==> src/rtl/baggage_drop_sequencer_if.sv <==
// baggage_drop_sequencer_if: height samples and request in, flap control and status out
interface baggage_drop_sequencer_if;
    logic [7:0] height;
    logic       height_valid;
    logic       drop_req;
    logic       drop_en;
    logic       busy;
    logic       done;
    logic       reject;
    logic [7:0] meas_height;
    modport master (
        output height, height_valid, drop_req,
        input  drop_en, busy, done, reject, meas_height
    );
    modport slave (
        input  height, height_valid, drop_req,
        output drop_en, busy, done, reject, meas_height
    );
endinterface

==> src/rtl/baggage_drop_sequencer.sv <==
// baggage_drop_sequencer: settles a height estimate, then opens the flap for a height-scaled time or rejects
module baggage_drop_sequencer #(
    parameter int HOLD        = 4,
    parameter int TOL         = 2,
    parameter int MAX_HEIGHT  = 200,
    parameter int OPEN_BASE   = 8,
    parameter int COOL_CYCLES = 16,
    parameter int TIMEOUT     = 255
) (
    input  logic clk,
    input  logic rst,
    baggage_drop_sequencer_if.slave bus
);
    localparam int TW = $clog2(TIMEOUT + 1);
    localparam int CW = $clog2(COOL_CYCLES + 1);
    typedef enum logic [2:0] {IDLE, MEASURE, OPEN, COOL, REJECT} state_t;
    state_t state, state_n;
    logic [3:0]    cnt, cnt_n;
    logic [TW-1:0] tcnt, tcnt_n;
    logic [8:0]    ocnt, ocnt_n;
    logic [CW-1:0] ccnt, ccnt_n;
    logic [7:0]    ref_h, ref_n, meas, meas_n;
    logic          ref_valid, rv_n;
    logic [8:0]    diff, adiff;
    logic          in_tol;
    logic          drop_en_q, busy_q, done_q, reject_q;
    assign diff   = {1'b0, bus.height} - {1'b0, ref_h};
    assign adiff  = diff[8] ? -diff : diff;
    assign in_tol = adiff <= 9'(TOL);
    always_comb begin
        state_n = state;
        cnt_n   = cnt;
        tcnt_n  = tcnt;
        ocnt_n  = ocnt;
        ccnt_n  = ccnt;
        ref_n   = ref_h;
        rv_n    = ref_valid;
        meas_n  = meas;
        case (state)
            IDLE: begin
                cnt_n   = '0;
                tcnt_n  = '0;
                rv_n    = 1'b0;
                state_n = bus.drop_req ? MEASURE : IDLE;
            end
            MEASURE: begin
                tcnt_n = tcnt + 1'b1;
                if (bus.height_valid) begin
                    if (ref_valid && in_tol) begin
                        cnt_n = cnt + 1'b1;
                    end else begin
                        ref_n = bus.height;
                        cnt_n = 4'd1;
                        rv_n  = 1'b1;
                    end
                end
                if (bus.height_valid && cnt_n == 4'(HOLD)) begin
                    meas_n  = ref_n;
                    ocnt_n  = {1'b0, ref_n} + 9'(OPEN_BASE);
                    state_n = (ref_n == 8'd0 || {1'b0, ref_n} > 9'(MAX_HEIGHT)) ? REJECT : OPEN;
                end else if (tcnt_n == TW'(TIMEOUT)) begin
                    state_n = REJECT;
                end
            end
            OPEN: begin
                ocnt_n = ocnt - 1'b1;
                if (ocnt == 9'd1) begin
                    state_n = COOL;
                    ccnt_n  = CW'(COOL_CYCLES);
                end
            end
            COOL: begin
                ccnt_n  = ccnt - 1'b1;
                state_n = (ccnt == CW'(1)) ? IDLE : COOL;
            end
            default: state_n = IDLE;
        endcase
    end
    always_ff @(posedge clk) begin
        if (rst) begin
            state     <= IDLE;
            cnt       <= '0;
            tcnt      <= '0;
            ocnt      <= '0;
            ccnt      <= '0;
            ref_h     <= '0;
            ref_valid <= 1'b0;
            meas      <= '0;
            drop_en_q <= 1'b0;
            busy_q    <= 1'b0;
            done_q    <= 1'b0;
            reject_q  <= 1'b0;
        end else begin
            state     <= state_n;
            cnt       <= cnt_n;
            tcnt      <= tcnt_n;
            ocnt      <= ocnt_n;
            ccnt      <= ccnt_n;
            ref_h     <= ref_n;
            ref_valid <= rv_n;
            meas      <= meas_n;
            drop_en_q <= state_n == OPEN;
            busy_q    <= state_n != IDLE;
            done_q    <= state_n == COOL && ccnt_n == CW'(1);
            reject_q  <= state_n == REJECT;
        end
    end
    assign bus.drop_en     = drop_en_q;
    assign bus.busy        = busy_q;
    assign bus.done        = done_q;
    assign bus.reject      = reject_q;
    assign bus.meas_height = meas;
endmodule

==> src/flat_wrapper.sv <==
// flat-port wrapper written by rule: the top's interface ports become plain ports
module baggage_drop_sequencer_flat 
#(
    parameter int HOLD        = 4,
    parameter int TOL         = 2,
    parameter int MAX_HEIGHT  = 200,
    parameter int OPEN_BASE   = 8,
    parameter int COOL_CYCLES = 16,
    parameter int TIMEOUT     = 255
)
  (clk, rst, bus_height, bus_height_valid, bus_drop_req, bus_drop_en, bus_busy, bus_done, bus_reject, bus_meas_height);
  baggage_drop_sequencer_if bus_i ();
  input  logic clk;
  input  logic rst;
  input wire logic [$bits(bus_i.height)-1:0] bus_height;
  input wire logic [$bits(bus_i.height_valid)-1:0] bus_height_valid;
  input wire logic [$bits(bus_i.drop_req)-1:0] bus_drop_req;
  output wire logic [$bits(bus_i.drop_en)-1:0] bus_drop_en;
  output wire logic [$bits(bus_i.busy)-1:0] bus_busy;
  output wire logic [$bits(bus_i.done)-1:0] bus_done;
  output wire logic [$bits(bus_i.reject)-1:0] bus_reject;
  output wire logic [$bits(bus_i.meas_height)-1:0] bus_meas_height;
  assign bus_i.height = bus_height;
  assign bus_i.height_valid = bus_height_valid;
  assign bus_i.drop_req = bus_drop_req;
  assign bus_drop_en = bus_i.drop_en;
  assign bus_busy = bus_i.busy;
  assign bus_done = bus_i.done;
  assign bus_reject = bus_i.reject;
  assign bus_meas_height = bus_i.meas_height;
  baggage_drop_sequencer #(.HOLD(HOLD), .TOL(TOL), .MAX_HEIGHT(MAX_HEIGHT), .OPEN_BASE(OPEN_BASE), .COOL_CYCLES(COOL_CYCLES), .TIMEOUT(TIMEOUT)) u_core (.clk(clk), .rst(rst), .bus(bus_i));
endmodule
==> config.mk <==
export PLATFORM = sky130hd
export DESIGN_NAME = baggage_drop_sequencer_flat
export DESIGN_NICKNAME = d
export VERILOG_FILES = /design/src/rtl/baggage_drop_sequencer_if.sv /design/src/rtl/baggage_drop_sequencer.sv /design/src/flat_wrapper.sv
export SDC_FILE = /design/constraint.sdc
export NUM_CORES = 1
export LEC_CHECK = 0
export ABC_AREA = 1
export CORE_MARGIN = 2
export CORE_UTILIZATION = 55
export CTS_CLUSTER_DIAMETER = 30
export DETAILED_ROUTE_END_ITERATION = 8
export PLACE_DENSITY = 0.75
export SYNTH_ARGS = -nofsm -noshare
export SYNTH_HDL_FRONTEND = slang
export SYNTH_SLANG_ARGS = --single-unit
==> constraint.sdc <==
create_clock -name clk -period 5.9 [get_ports clk]
set_input_delay 0.885 -clock clk [delete_from_list [all_inputs] [get_ports clk]]
set_output_delay 0.885 -clock clk [all_outputs]
set_load 0.005 [all_outputs]
### Word level (Yosys, flattened, before mapping)

Cells that the tools add are included.

* add/subtract/negate cells: 7
* reductions and logical operators: 12
* mux-type cells: 23
* $lt $le $gt $ge: 2
* equal/unequal tests: 14

Operators by type and width (number)
* 8-bit two-way mux: 3
* 9-bit two-way mux: 2
* 9-bit one-hot mux with 2 select lines: 1
* 8-bit one-hot mux with 2 select lines: 1
* 3-bit by 2-bit == test with 1-bit output, second input constant: 4
* 3-bit two-way mux: 4
* 4-bit two-way mux: 3
* 3-bit one-hot mux with 4 select lines: 1
* 5-bit by 1-bit == test with 1-bit output, second input constant: 2
* 5-bit one-hot mux with 2 select lines: 1
* 8-bit by 4-bit adder with 9-bit output, second input constant: 1
* 9-bit by 1-bit == test with 1-bit output, second input constant: 1
* 9-bit by 2-bit less-or-equal comparator with 1-bit output, second input constant: 1
* 9-bit negator: 1
* 8-bit by 8-bit subtractor with 9-bit output: 1
* 9-bit by 1-bit subtractor with 9-bit output, second input constant: 1
* 8-bit by 1-bit adder with 8-bit output, second input constant: 1
* 8-bit == test, second input constant: 1
* 8-bit greater-than comparator, second input constant: 1
* 8-bit logical NOT: 1
* 4-bit one-hot mux with 2 select lines: 1
* 5-bit two-way mux: 1
* 5-bit by 1-bit subtractor with 5-bit output, second input constant: 1
* 4-bit by 1-bit adder with 4-bit output, second input constant: 1
* other kinds (15): 22

* register bits after elaboration: 50
* output and inout bits: 12
* logic and storage cells: 70
* bits of input ports: 12

### Logic depth before layout (Yosys ltp)

Gate-level depths: netlist (run 1).

* word-level depth: 15
* depth in mapped cells: 29
* gate-level depth less buffers: 28

### Least setup slack after synthesis (run 1)

Ideal clock, no wire load.

* kind: input-to-reg
* start point: in bus_height[0]
* end point: reg u_core.ocnt[5]
* library setup time: 117 ps
* slack: 2419 ps
* stages on the path: 23
* arrival: 3364 ps
* buffers on the path: 1
* required time: 5783 ps
* cells stage by stage: inv_1 -> ha_1 -> inv_1 -> fa_1 -> nand2_1 -> nand2_2 -> nand3_2 -> and2_4 -> nand3b_1 -> nand2_1 -> nand3_2 -> nor2_4 -> nand2_4 -> nand2_4 -> buf_8 -> nand2_1 -> nand2_1 -> ha_1 -> inv_1 -> nor2_1 -> o21ai_0 -> a21oi_2 -> nor2_1

* cells in the longest elaborated chain, start to end: 12
* elaborated cells on any way between the ends: 18
* classes of those cells: add/sub (3); order compare (1); eq/ne (2); mux (9); reduce/logical (3)

Ends and longest elaborated chain
* start, declared: RTL line flat_wrapper.sv:15 `input wire logic [$bits(bus_i.height)-1:0] bus_height;`
* parallel branches: the longest is 12 deep, another holds 8-bit by 8-bit subtractor with 9-bit output
* end signal, assigned: RTL line baggage_drop_sequencer.sv:97 `ocnt <= ocnt_n;`
* end, declared: RTL line baggage_drop_sequencer.sv:20 `logic [8:0] ocnt, ocnt_n;`

Parallel ways; which one is timed is not known. The select of a mux whose other input is x is not followed.
A chain may end at the register's enable or synchronous reset.

### Final worst setup path (run 1)

* start point: in bus_height[0]
* end point: reg u_core.ocnt[7]

Same word-level chain as after synthesis.

==> flow_summary.json, run 1 <==
{
  "syn_area_um2": 3600,
  "drt.antenna.violating_nets": 0,
  "antenna_cells": 0,
  "via_per_inst": 5.30,
  "cts.clk_slew.worst_paths_ns": 0.10,
  "portBuffers": 23,
  "synth_most_common_cell": "nand2_1",
  "grt_max_degree": 39,
  "worstMarginPinSlew_ns": 0.782,
  "status": "finished clean",
  "cts_setup_buffers": 0,
  "drt-total-wl_um": 8090,
  "cts_resized": 0,
  "initial_utilization_pct": 56.6,
  "worstPathMaxFanout": 16,
  "synth_top_area_share_pct": 27.8,
  "r2r_slack_ns": 2.44,
  "finalSetupTns_ns": 0,
  "slew_headroom_pct": 47.7,
  "post-route-util_pct": 62.8,
  "setup-violations-final": 0,
  "grt_pass1_vias": 3219,
  "clk_root_buffer_cell": "clkbuf_8",
  "gp_congestion": 0.889,
  "regArea_um2": 1000,
  "hold_class": "reg2reg",
  "cts_tree": "built",
  "avgSynthCellArea_um2": 6.60,
  "min_period_ns": 4.15,
  "synthesis.nets": 574,
  "yosys_warnings": 0,
  "ir_worst_vdd_mv": 0.144,
  "postCtsHoldBufs": 0,
  "timing.final.ws_setup_ns": 1.75,
  "pre_cts_slack_ns": 1.44,
  "cap_violations": 0,
  "first_iter_violations": 159,
  "dieArea_um2": 7200,
  "cts_buffers": 5,
  "fin_nets": 593,
  "finalClockSkew_ns": 0.00863,
  "dr.pass1.iters": 4,
  "synthTopCellsByCount": "nand2_1, inv_1, dfxtp_1",
  "core_um2": 6350,
  "drcViolationCount": 0,
  "cts.sink_count": 50,
  "multi_input_area_um2": 2200,
  "yosysTopAreaCell": "dfxtp_1",
  "clockBufferDepth": 2,
  "clk_latency_ns": 0.31,
  "vias": 3404,
  "final_max_slew_viol_count": 0,
  "num_io_pins": 24,
  "cp.arrival_ns": 4.35,
  "hold_viol": 0,
  "grt_overflow": 0,
  "synth_edf_count": 0,
  "die_y_um": 84.9,
  "synth.area.top_cells": "dfxtp_1, nand2_1, inv_1, nand3_1, a21oi_1",
  "ys_ff_latch": 50,
  "synth_cell_types": 48,
  "crit_type": "in2reg",
  "fillers": 591,
  "cp-end-kind": "flop",
  "synth_cells": 545,
  "track_usage_pct": 23.3,
  "grt_first_pass_wirelength_um": 13900,
  "synthFlopType": "dfxtp_1",
  "crit_required_ns": 6.10,
  "drive_gt1_share_pct": 12.0,
  "p_per_area_nw_per_um2": 204,
  "row_count": 29,
  "antenna_found_initial": 0,
  "dp_hpwl_um": 6200,
  "ctsHtreeMaxLevel": 2,
  "fmax_mhz": 241,
  "synth-async-reset-ratio_pct": 0,
  "wl_per_cell_um": 12.6,
  "rsz0062_at_grt": "no",
  "start_kind": "input port",
  "power_leakage_nw": 1.85,
  "die_w_um": 84.9,
  "syn2layout_area_growth_pct": 10.8,
  "seq_area_frac_synth_pct": 27.8,
  "period_share_pct": 70.3
}
-- worst paths after layout --
check	endpoint	depth (start not counted)	startpoint
min	u_core.bus.meas_height[0]	2	u_core.bus.meas_height[0]
max reg2reg	u_core.ocnt[7]	22	u_core.ref_h[0]
min reg2reg	u_core.bus.meas_height[0]	2	u_core.bus.meas_height[0]
max	u_core.ocnt[7]	24	bus_height[0]
-- cell type report --
class | instances | share of cell area [%]
clock inverter | 3 | 1.22
inverter | 85 | 8.13
clock buffer | 5 | 1.73
timing repair buffer | 25 | 6.15
tap | 77 | 2.42
multi-input combinational | 397 | 55.2
sequential | 50 | 25.1
-- cells by family (layout without fill, tap and decap cells) --
group / count (synthesis) / in the layout / synth area share (%)
adders and majority gates: 17 / 17 / 6.12
AOI/OAI and AO/OA: 89 / 89 / 14.1
buffers and inverters: 98 / 118 / 11.0
and+or+nand+nor: 278 / 278 / 37.6
DFF: 50 / 50 / 27.8
xor gates and xnor gates: 13 / 13 / 3.38
-- through the flow --
stage	total power (W)	std cells	cell area (um2)	hold WS, ns
3_5_place_dp	0.000567	634	3870	0.460
5_1_grt	0.000862	642	3990	0.501
2_1_floorplan	0.000524	545	3600	0.457
4_1_cts	0.000820	642	3990	0.484
6_report	0.000813	642	3990	0.477
3_3_place_gp	0.000564	634	3870	0.465
-- metal layers --
metal / part of all wire (%) / up-vias / GRT usage, %
met3: 4.0 / 20 / 3.60
met2: 46 / 77 / 38.9
met4: 2.4 / 0 / 9.96
li1: - / 1787 / -
met5: 0 / - / 0
met1: 47 / 1520 / 29.9
-- flip-flops by register name (all words and copies together), names as in the netlist --
name	count
u_core.bus.reject	1
u_core.bus.meas_height	8
u_core.ref_h	8
u_core.ccnt	5
u_core.cnt	4
u_core.ocnt	9
u_core.bus.busy	1
u_core.ref_valid	1
u_core.state	3
u_core.bus.done	1
u_core.bus.drop_en	1
u_core.tcnt	8
-- cell usage in the layout, fill, tap and decap left out, drive strengths merged --
master and n:
nand3b 9, buf 2, xnor2 3, bufinv 1
nor2 50, nor4 2, nand3 50, clkinvlp 1
nand2 153, and2 1, o22ai 2, clkbuf 5
a31o 1, and3 1, clkinv 2, dfxtp 50
o21ai 27, o31ai 1, a31oi 5, xor2 10
o2111ai 1, nand4 3, ha 16, clkdlybuf4s50 23
inv 84, o211ai 1, nor3 5, a311oi 1
a211oi 3, a21oi 46, fa 1, or2 4
o21a 1
-- power breakdown --
| part | total [W] | internal, W | switching (W) |
|---|---|---|---|
| registers | 0.000349 | 0.000345 | 0.00000435 |
| clock network | 0.000251 | 0.000129 | 0.000122 |
| logic | 0.000212 | 0.0000738 | 0.000138 |
-- critical path, stage by stage --
cell and delay (ns):
clkdlybuf4s50_1 0.42, inv_1 0.08, ha_1 0.15, inv_1 0.07, fa_1 0.43, nand2_1 0.11, nand2_2 0.09, nor3_1 0.18
nand3_1 0.13, nand2_1 0.11, nand3_1 0.07, nand2_1 0.11, nor2_4 0.06, nand2_4 0.20, nand2_4 0.18, nand2_1 0.11
nand2_1 0.14, inv_1 0.13, ha_1 0.17, inv_1 0.04, nor2_1 0.16, a21oi_1 0.09, a21oi_1 0.15, a21oi_1 0.09
Power figures use the tool's default switching activity.
==> run 2, diff against run 1 <==
clock period = 3.9 ns   (was 5.9 ns; I/O delays follow)
==> flow_summary.json, run 2 (same netlist as run 1, synthesis figures left out) <==
{
  "p_per_area_nw_per_um2": 306,
  "rsz0062_at_grt": "no",
  "largest_reg_flops": 9,
  "grt_pass1_vias": 3061,
  "ir_worst_vdd_mv": 0.265,
  "portBuffers": 23,
  "dr.pass1.iters": 5,
  "cp_slowest_cell": "fa_1",
  "final_area_um2": 4050,
  "rr_worst_depth": 21,
  "p_total_w": 0.00124,
  "min-delay-start": "u_core.bus.meas_height[1]",
  "dieArea_um2": 7200,
  "power_leakage_nw": 1.89,
  "pre_cts_slack_ns": -0.0107,
  "syn2layout_area_growth_pct": 12.5,
  "min_period_ns": 3.62,
  "drcViolationCount": 0,
  "worstPathMaxFanout": 5,
  "mostFrequentLayoutCell": "nand2_1",
  "r2r_slack_ns": 0.66,
  "period_share_pct": 92.9,
  "cts.sink_count": 50,
  "die_w_um": 84.9,
  "worstMarginPinSlew_ns": 0.690,
  "cp_cell_sequence": "clkdlybuf4s50_1 > inv_1 > ha_1 > inv_1 > fa_1 > nand2_1 > nand2_2 > nor2_4 > nand3_2 > nor2_2 > nand3_1 > nand2_1 > nand2_2 > nor2_4 > nand2_4 > buf_4 > nand3_1 > nand2_1 > nor2_1 > nand2_1 > inv_1 > nand2_2 > a211oi_1",
  "antenna_found_initial": 0,
  "clk_latency_ns": 0.31,
  "status": "finished clean",
  "cts.clk_slew.worst_paths_ns": 0.10,
  "drive_gt1_share_pct": 13.3,
  "num_io_pins": 24,
  "slew_headroom_pct": 53.6,
  "initial_utilization_pct": 56.6,
  "hold_viol": 0,
  "final_max_slew_viol_count": 0,
  "regToRegStartpoint": "u_core.ref_h[0]",
  "clockBufferDepth": 2,
  "top_register": "u_core.ocnt",
  "cap_violations": 0,
  "cts_resized": 0,
  "row_count": 29,
  "vias": 3378,
  "cp.arrival_ns": 3.83,
  "timing.final.ws_setup_ns": 0.279,
  "cts_buffers": 5,
  "grt_overflow": 0,
  "post-route-util_pct": 63.7,
  "track_usage_pct": 23.0,
  "crit_type": "in2reg",
  "dp_hpwl_um": 6240,
  "hold_class": "reg2reg",
  "r2r_end": "u_core.bus.reject",
  "cp_common_cell": "nand2_1",
  "fin_nets": 601,
  "fmax_mhz": 276,
  "grt_first_pass_wirelength_um": 13800,
  "crit_required_ns": 4.11,
  "clk_root_buffer_cell": "clkbuf_8",
  "min_to": "u_core.bus.meas_height[1]",
  "setup-violations-final": 0,
  "first_iter_violations": 145,
  "cp-end-kind": "flop",
  "cts_setup_buffers": 0,
  "drt-total-wl_um": 8050,
  "gp_congestion": 0.923,
  "ctsHtreeMaxLevel": 2,
  "wl_per_cell_um": 12.4,
  "whs_path_depth": 2,
  "grt_max_degree": 39,
  "drt.antenna.violating_nets": 0,
  "finalClockSkew_ns": 0.0137,
  "final_cell_mix": "nand2_1, inv_1, dfxtp_1",
  "slowest_delay_ns": 0.42,
  "start_kind": "input port",
  "cts_tree": "built",
  "via_per_inst": 5.20,
  "die_y_um": 84.9,
  "postCtsHoldBufs": 0,
  "placed_area_um2": 3930,
  "antenna_cells": 0,
  "core_um2": 6350
}
run 2: power by group:
part           total (W)  internal, W  switching, W
Sequential      0.000529     0.000522    0.00000708
Clock           0.000382     0.000196      0.000187
Combinational   0.000325     0.000118      0.000207
Total            0.00124     0.000836      0.000401
run 2: final cells by class:
| cell class | count | area (um2) |
|---|---|---|
| well taps | 77 | 96.3 |
| flip-flops and latches | 50 | 1000 |
| repair buffers | 33 | 305 |
| fillers | 564 | 2300 |
| clock buffers | 5 | 68.8 |
| clock inverters | 3 | 48.8 |
| inverters | 85 | 324 |
| multi-input cells | 397 | 2200 |
run 2: worst max-delay path: cells and delay by family:
kind                     cells  cell delay (ns)
AO/OA/AOI/OAI                1             0.30
adder cells (fa/ha/maj)      2             0.56
buffers and inverters        5             0.78
AND/OR/NAND/NOR             15             1.60
run 2: worst max-delay path by stage:
stage / endpoint / start / depth (start not counted)
5_1_grt: u_core.bus.busy / bus_height[0] / 27
3_3_place_gp: u_core.bus.reject / bus_height[0] / 23
3_5_place_dp: u_core.bus.reject / bus_height[0] / 23
6_report: u_core.bus.reject / bus_height[0] / 23
4_1_cts: u_core.bus.reject / bus_height[0] / 23
2_1_floorplan: u_core.ocnt[5] / bus_height[0] / 23
run 2: routing by layer:
layer / global-route usage (%) / routed length, um / vias up
li1: - / - / 1801
met1: 31.0 / 3940 / 1517
met2: 39.2 / 3800 / 49
met3: 3.21 / 209 / 11
met4: 5.19 / 99 / 0
met5: 0 / 0 / -
run 2: through the flow:
stage	instances	TNS, ns	hold slack (ns)
2_1_floorplan	545	0	0.457
3_3_place_gp	642	-0.00658	0.454
3_5_place_dp	642	-0.0107	0.459
4_1_cts	650	0	0.475
5_1_grt	650	0	0.502
6_report	650	0	0.471
